### config.mk
export PLATFORM = sky130hd
export DESIGN_NAME = lab4_branch_resolve_queue
export DESIGN_NICKNAME = d
export VERILOG_FILES = /design/src/rtl/lab4_branch_pkg.sv /design/src/rtl/lab4_branch_resolve_queue_storage.sv /design/src/rtl/lab4_branch_resolve_queue.sv
export SDC_FILE = /design/constraint.sdc
export NUM_CORES = 1
export LEC_CHECK = 0
export CAP_MARGIN = 5
export CORE_UTILIZATION = 40
export CTS_CLUSTER_SIZE = 28
export DETAILED_ROUTE_END_ITERATION = 10
export SKIP_CTS_REPAIR_TIMING = 1
export SKIP_LAST_GASP = 1
export SYNTH_ARGS = -nofsm -noshare
export SYNTH_HDL_FRONTEND = slang
export SYNTH_SLANG_ARGS = --single-unit
### constraint.sdc
create_clock -name clk_i -period 2.65 [get_ports clk_i]
set_input_delay 0.6625 -clock clk_i [delete_from_list [all_inputs] [get_ports clk_i]]
set_output_delay 0.6625 -clock clk_i [all_outputs]
set_load 0.02 [all_outputs]
### src/rtl/lab4_branch_pkg.sv
// Shared definitions for the branch resolve queue.
//   DEFAULT_DEPTH    : default number of in-flight predicted branches
//   DEFAULT_PC_NBITS : default PC width
//   resolve_entry_t  : one queued branch {pc, predicted direction}
package lab4_branch_pkg;

  localparam int DEFAULT_DEPTH    = 4;
  localparam int DEFAULT_PC_NBITS = 32;

  typedef struct packed {
    logic [DEFAULT_PC_NBITS-1:0] pc;
    logic                        taken;
  } resolve_entry_t;

endpackage

### src/rtl/lab4_branch_resolve_queue_storage.sv
// Entry array for the branch resolve queue.
//   clk_i   : clock
//   we_i    : write strobe, writes wdata_i at waddr_i on posedge
//   waddr_i : write index (tail)
//   wdata_i : packed {pc, taken}
//   raddr_i : read index (head)
//   rdata_o : combinational read of entry at raddr_i
// Contents are not reset; the control logic never reads an entry it has not written.
module lab4_branch_resolve_queue_storage #(
  parameter int p_depth = 4,
  parameter int p_width = 33
) (
  input  logic                       clk_i,
  input  logic                       we_i,
  input  logic [$clog2(p_depth)-1:0] waddr_i,
  input  logic [p_width-1:0]         wdata_i,
  input  logic [$clog2(p_depth)-1:0] raddr_i,
  output logic [p_width-1:0]         rdata_o
);

  logic [p_width-1:0] mem_q [p_depth];

  always_ff @(posedge clk_i) begin
    if (we_i) mem_q[waddr_i] <= wdata_i;
  end

  assign rdata_o = mem_q[raddr_i];

endmodule

### src/rtl/lab4_branch_resolve_queue.sv
// In-order queue of predicted branches between fetch and branch resolution.
// Each resolve of the oldest entry produces a registered one-cycle predictor
// update (update_en_o/update_val_o/update_pc_o) and a mispredict flag. A
// mispredict or an external squash discards every queued entry and any
// enqueue in the same cycle.
//   clk_i, reset_ni              : clock, async active-low reset
//   pred_val_i/pred_rdy_o        : enqueue handshake, pred_pc_i/pred_taken_i payload
//   resolve_val_i/resolve_rdy_o  : resolve handshake, resolve_taken_i actual outcome
//   squash_i                     : external flush
//   update_en_o/val_o/pc_o       : predictor update, mispredict_o valid with update_en_o
//   count_o                      : occupancy
module lab4_branch_resolve_queue
  import lab4_branch_pkg::*;
#(
  parameter int p_depth    = DEFAULT_DEPTH,
  parameter int p_pc_nbits = DEFAULT_PC_NBITS
) (
  input  logic                       clk_i,
  input  logic                       reset_ni,
  input  logic                       pred_val_i,
  output logic                       pred_rdy_o,
  input  logic [p_pc_nbits-1:0]      pred_pc_i,
  input  logic                       pred_taken_i,
  input  logic                       resolve_val_i,
  output logic                       resolve_rdy_o,
  input  logic                       resolve_taken_i,
  input  logic                       squash_i,
  output logic                       update_en_o,
  output logic                       update_val_o,
  output logic [p_pc_nbits-1:0]      update_pc_o,
  output logic                       mispredict_o,
  output logic [$clog2(p_depth):0]   count_o
);

  localparam int AW = $clog2(p_depth);
  localparam int CW = AW + 1;

  logic [AW-1:0]         head_q, head_d, tail_q, tail_d;
  logic [CW-1:0]         count_q, count_d;
  logic                  upd_en_q, upd_val_q, mis_q;
  logic [p_pc_nbits-1:0] upd_pc_q;

  logic                  full, empty, enq_fire, deq_fire, mis_now, flush, wr_en;
  logic [p_pc_nbits:0]   rd_data;
  logic [p_pc_nbits-1:0] head_pc;
  logic                  head_taken;

  assign full          = (count_q == CW'(p_depth));
  assign empty         = (count_q == '0);
  assign pred_rdy_o    = !full;
  assign resolve_rdy_o = !empty;

  assign enq_fire   = pred_val_i && !full;
  assign deq_fire   = resolve_val_i && !empty;
  assign head_pc    = rd_data[p_pc_nbits:1];
  assign head_taken = rd_data[0];
  assign mis_now    = deq_fire && (resolve_taken_i != head_taken);
  // Anything fetched behind a mispredicted or squashed branch is wrong-path.
  assign flush      = squash_i || mis_now;
  assign wr_en      = enq_fire && !flush;

  lab4_branch_resolve_queue_storage #(
    .p_depth (p_depth),
    .p_width (p_pc_nbits + 1)
  ) u_storage (
    .clk_i   (clk_i),
    .we_i    (wr_en),
    .waddr_i (tail_q),
    .wdata_i ({pred_pc_i, pred_taken_i}),
    .raddr_i (head_q),
    .rdata_o (rd_data)
  );

  always_comb begin
    head_d  = head_q;
    tail_d  = tail_q;
    count_d = count_q;
    if (flush) begin
      // Collapse to empty without touching tail: head catches up to it.
      head_d  = tail_q;
      count_d = '0;
    end else begin
      if (deq_fire) head_d = head_q + AW'(1);
      if (enq_fire) tail_d = tail_q + AW'(1);
      count_d = count_q + CW'(enq_fire) - CW'(deq_fire);
    end
  end

  always_ff @(posedge clk_i or negedge reset_ni) begin
    if (!reset_ni) begin
      head_q    <= '0;
      tail_q    <= '0;
      count_q   <= '0;
      upd_en_q  <= 1'b0;
      upd_val_q <= 1'b0;
      upd_pc_q  <= '0;
      mis_q     <= 1'b0;
    end else begin
      head_q   <= head_d;
      tail_q   <= tail_d;
      count_q  <= count_d;
      upd_en_q <= deq_fire;
      mis_q    <= mis_now;
      // pc/val hold their last update between fires.
      if (deq_fire) begin
        upd_pc_q  <= head_pc;
        upd_val_q <= resolve_taken_i;
      end
    end
  end

  assign update_en_o  = upd_en_q;
  assign update_val_o = upd_val_q;
  assign update_pc_o  = upd_pc_q;
  assign mispredict_o = mis_q;
  assign count_o      = count_q;

endmodule

==> metrics.md <==
| Metric | Value |
|---|---|
| Critical R2R Capture | `u_storage.mem_q[2][22]` |
| Crit path max fanout | `5` |
| Die area | `0.0170 sq mm` |
| Mapped Cells | `373` |
| CTS tree | `yes` |
| Ys async rst share | `24.1%` |
| Comb pwr share | `33.0%` |
| Core Region | `0.0160 sq mm` |
| Post-route cell area | `0.00845 sq mm` |
| Sw Ratio | `30.2%` |
| Number of global-route vias before repair | `3640` |
| Post-route setup slack | `0.178 ns` |
| FILL cells | `1341` |
| Main flop type after synthesis | `edfxtp_1` |
| CP max-delay cell | `clkdlybuf4s50_1` |
| Synth warnings | `0` |
| Sw Pwr | `2.80 mW` |
| Status | `finished clean` |
| Cell family with most CP delay | `buffers and inverters` |
| Post-layout min period | `2.47 ns` |
| Dominant cell type by area after synthesis | `edfxtp_1` |
| Via Count | `3424` |
| Seq/Total Area, Yosys | `76.1%` |
| GRT overflow | `0` |
| Place WS | `-0.134 ns` |
| R2R setup slack | `0.32 ns` |
| Synth cell types | `31` |
| Die Width | `130 microns` |
| Leak | `3.13 nW` |
| P&R area growth vs syn | `28.1%` |
| Most common cell in the netlist | `edfxtp_1` |
| CP Class | `flop to output pin` |
| Syn Std Cell Area | `0.00659 sq mm` |
| Initial Util | `41.2%` |
| Period utilization | `93.3%` |
| Initial antenna violation count | `0` |
| Synth top area share | `60.1%` |
| GRT Total Usage | `16.3%` |
| RePlAce Congestion | `0.696` |
| Critical path depth | `2` |
| First-pass GRT wire length | `19700 microns` |
| H-tree depth | `4` |
| Critical Path End | `pred_rdy_o` |
| Slew headroom | `59.7%` |
| Max VDD drop | `0.558 mV` |
| Hold Worst Slack | `0.338 ns` |
| Count of pins over their slew limit | `0` |
| Worst Reg-to-Reg Cells | `6` |
| Rows | `46` |
| Die Y | `130 microns` |
| Worst-Margin Slew | `0.604 ns` |
| Fin. Hold Viols | `0` |
| Drt initial violations | `246` |
| Setup-failing EPs final | `0` |
| WP buf/inv | `1` |
| Setup Skew | `0.00926 ns` |
| Critical path cell sequence | `or3b_1, clkdlybuf4s50_1` |
| Clock share of power | `26.8%` |
| Vias per cell | `4.85` |
| Crit path from | `count_o[1]` |
| Fmax | `0.404 GHz` |
| Clock latency at the later pin of the worst-skew pair | `0.43 ns` |
| PortBufs | `78` |
| Syn_nets | `419` |
| Post-synth top cells | `edfxtp_1 (132), nand2_1 (103), dfrtp_1 (42)` |
| Synth Area per Inst | `17.7 sq um` |
| IO Count | `79` |
| Final setup TNS | `0 ns` |
| Routed len/inst | `17.5 microns` |
| DRT Wirelength | `12400 microns` |
| Post-synth EDFFs | `132` |
| Share of cells above drive strength 1 | `19.6%` |
| Critical Path Source Type | `flop` |
| WP data arrival | `1.81 ns` |
| ANT cells | `0` |
| Pin count of the biggest net entering global routing | `43` |
| Clk slew on worst S/H paths | `0.06 ns` |
| Nets@finish | `523` |
| Clk sinks | `174` |
| CTS max path bufs | `2` |
| DRC Markers | `0` |
| Power Density | `1100 mW/mm^2` |
| Detailed placement HPWL | `7930 microns` |
| RSZ-0062 raised after global routing | `false` |
| Placed cell area | `0.00785 sq mm` |
| Clock buffer count from CTS | `17` |
| Clock Root Buffer | `clkbuf_16` |
| Sequential share of power | `40.2%` |
| Required time worst endpoint | `1.99 ns` |
| Synth top area cells | `edfxtp_1 (60%), dfrtp_1 (16%), mux4_2 (11%)` |
| CP peak stage delay | `0.55 ns` |
| CP Capture Type | `output pin` |
| Total Power | `9.26 mW` |
| DR pass1 iterations | `4` |
| Worst r2r src | `head_q[1]` |
| Internal power | `6.46 mW` |
| Tightest Hold Check Type | `input port to async pin` |
| Max-cap violations | `0` |
| Yosys reg bits | `174` |
| Antenna viol nets, final | `0` |
## power by group through the flow
stage | sequential (mW) | clock [mW] | combinational, mW
floorplan | 4.06 | 0 | 1.59
global route | 3.78 | 2.64 | 3.36
CTS | 3.73 | 2.55 | 3.12
global placement | 3.76 | 0 | 3.07
detailed placement | 3.78 | 0 | 3.11
finish | 3.72 | 2.49 | 3.05
## logic make-up after synthesis
kind of cell / after synthesis / share of synthesized area, %
muxes: 37 / 11.9
AOI/OAI and AO/OA: 9 / 1.18
buffers and inverters: 23 / 1.59
and+or+nand+nor: 118 / 7.17
xor gates and xnor gates: 5 / 0.664
adders and majority gates: 7 / 1.44
DFF: 174 / 76.1
## final cells by class
type,count,area (sq um),area share [%]
Tap cell,216,270,3.20
Sequential cell,174,5020,59.4
Timing Repair Buffer,102,1060,12.5
Inverter,6,22.5,0.267
Multi-Input combinational cell,176,1490,17.6
Clock buffer,22,454,5.38
Clock inverter,10,139,1.64
## state kept, by name, indices dropped and copies added (netlist names)
name	cells
update_en_o	1
update_pc_o	32
head_q	2
u_storage.mem_q	132
mispredict_o	1
count_o	3
update_val_o	1
tail_q	2
## routing by layer
layer  GRT usage (%)  vias to the layer above  share of wire [%]
met4            6.29                        0                1.9
met1            21.4                     1735                 47
met2            25.9                       86                 47
met5               0                        -                  0
li1                -                     1586                  -
met3            4.48                       17                4.1
## through the flow
step / cells / utilization [%]
6_report: 706 / 52.8
5_1_grt: 706 / 52.8
4_1_cts: 706 / 52.8
3_5_place_dp: 674 / 49.1
3_3_place_gp: 674 / 49.1
2_1_floorplan: 373 / -
## worst min-delay path by stage
stage                    start         endpoint
6_report              reset_ni  update_pc_o[21]
5_1_grt               reset_ni  update_pc_o[21]
4_1_cts               reset_ni  update_pc_o[24]
3_5_place_dp    update_pc_o[5]   update_pc_o[5]
3_3_place_gp   update_pc_o[28]  update_pc_o[28]
2_1_floorplan         reset_ni       count_o[0]
## cells in the final DEF, fill, tap and decap left out, types with 2 or more instances in the layout
cell type / instances
edfxtp_1: 132
nand2_1: 102
clkdlybuf4s50_1: 77
dfrtp_1: 39
mux4_2: 31
clkbuf_16: 17
buf_4: 16
buf_12: 8
ha_1: 6
inv_1: 5
and2_2: 4
clkbuf_1: 4
nor2_1: 3
mux2i_1: 3
xnor2_1: 3
a21oi_1: 3
clkinvlp_4: 3
bufinv_16: 3
dfrtp_2: 3
mux2_4: 2
nor3_1: 2
a31oi_1: 2
xor2_1: 2
No activity file was read; power rests on OpenSTA's default activity.
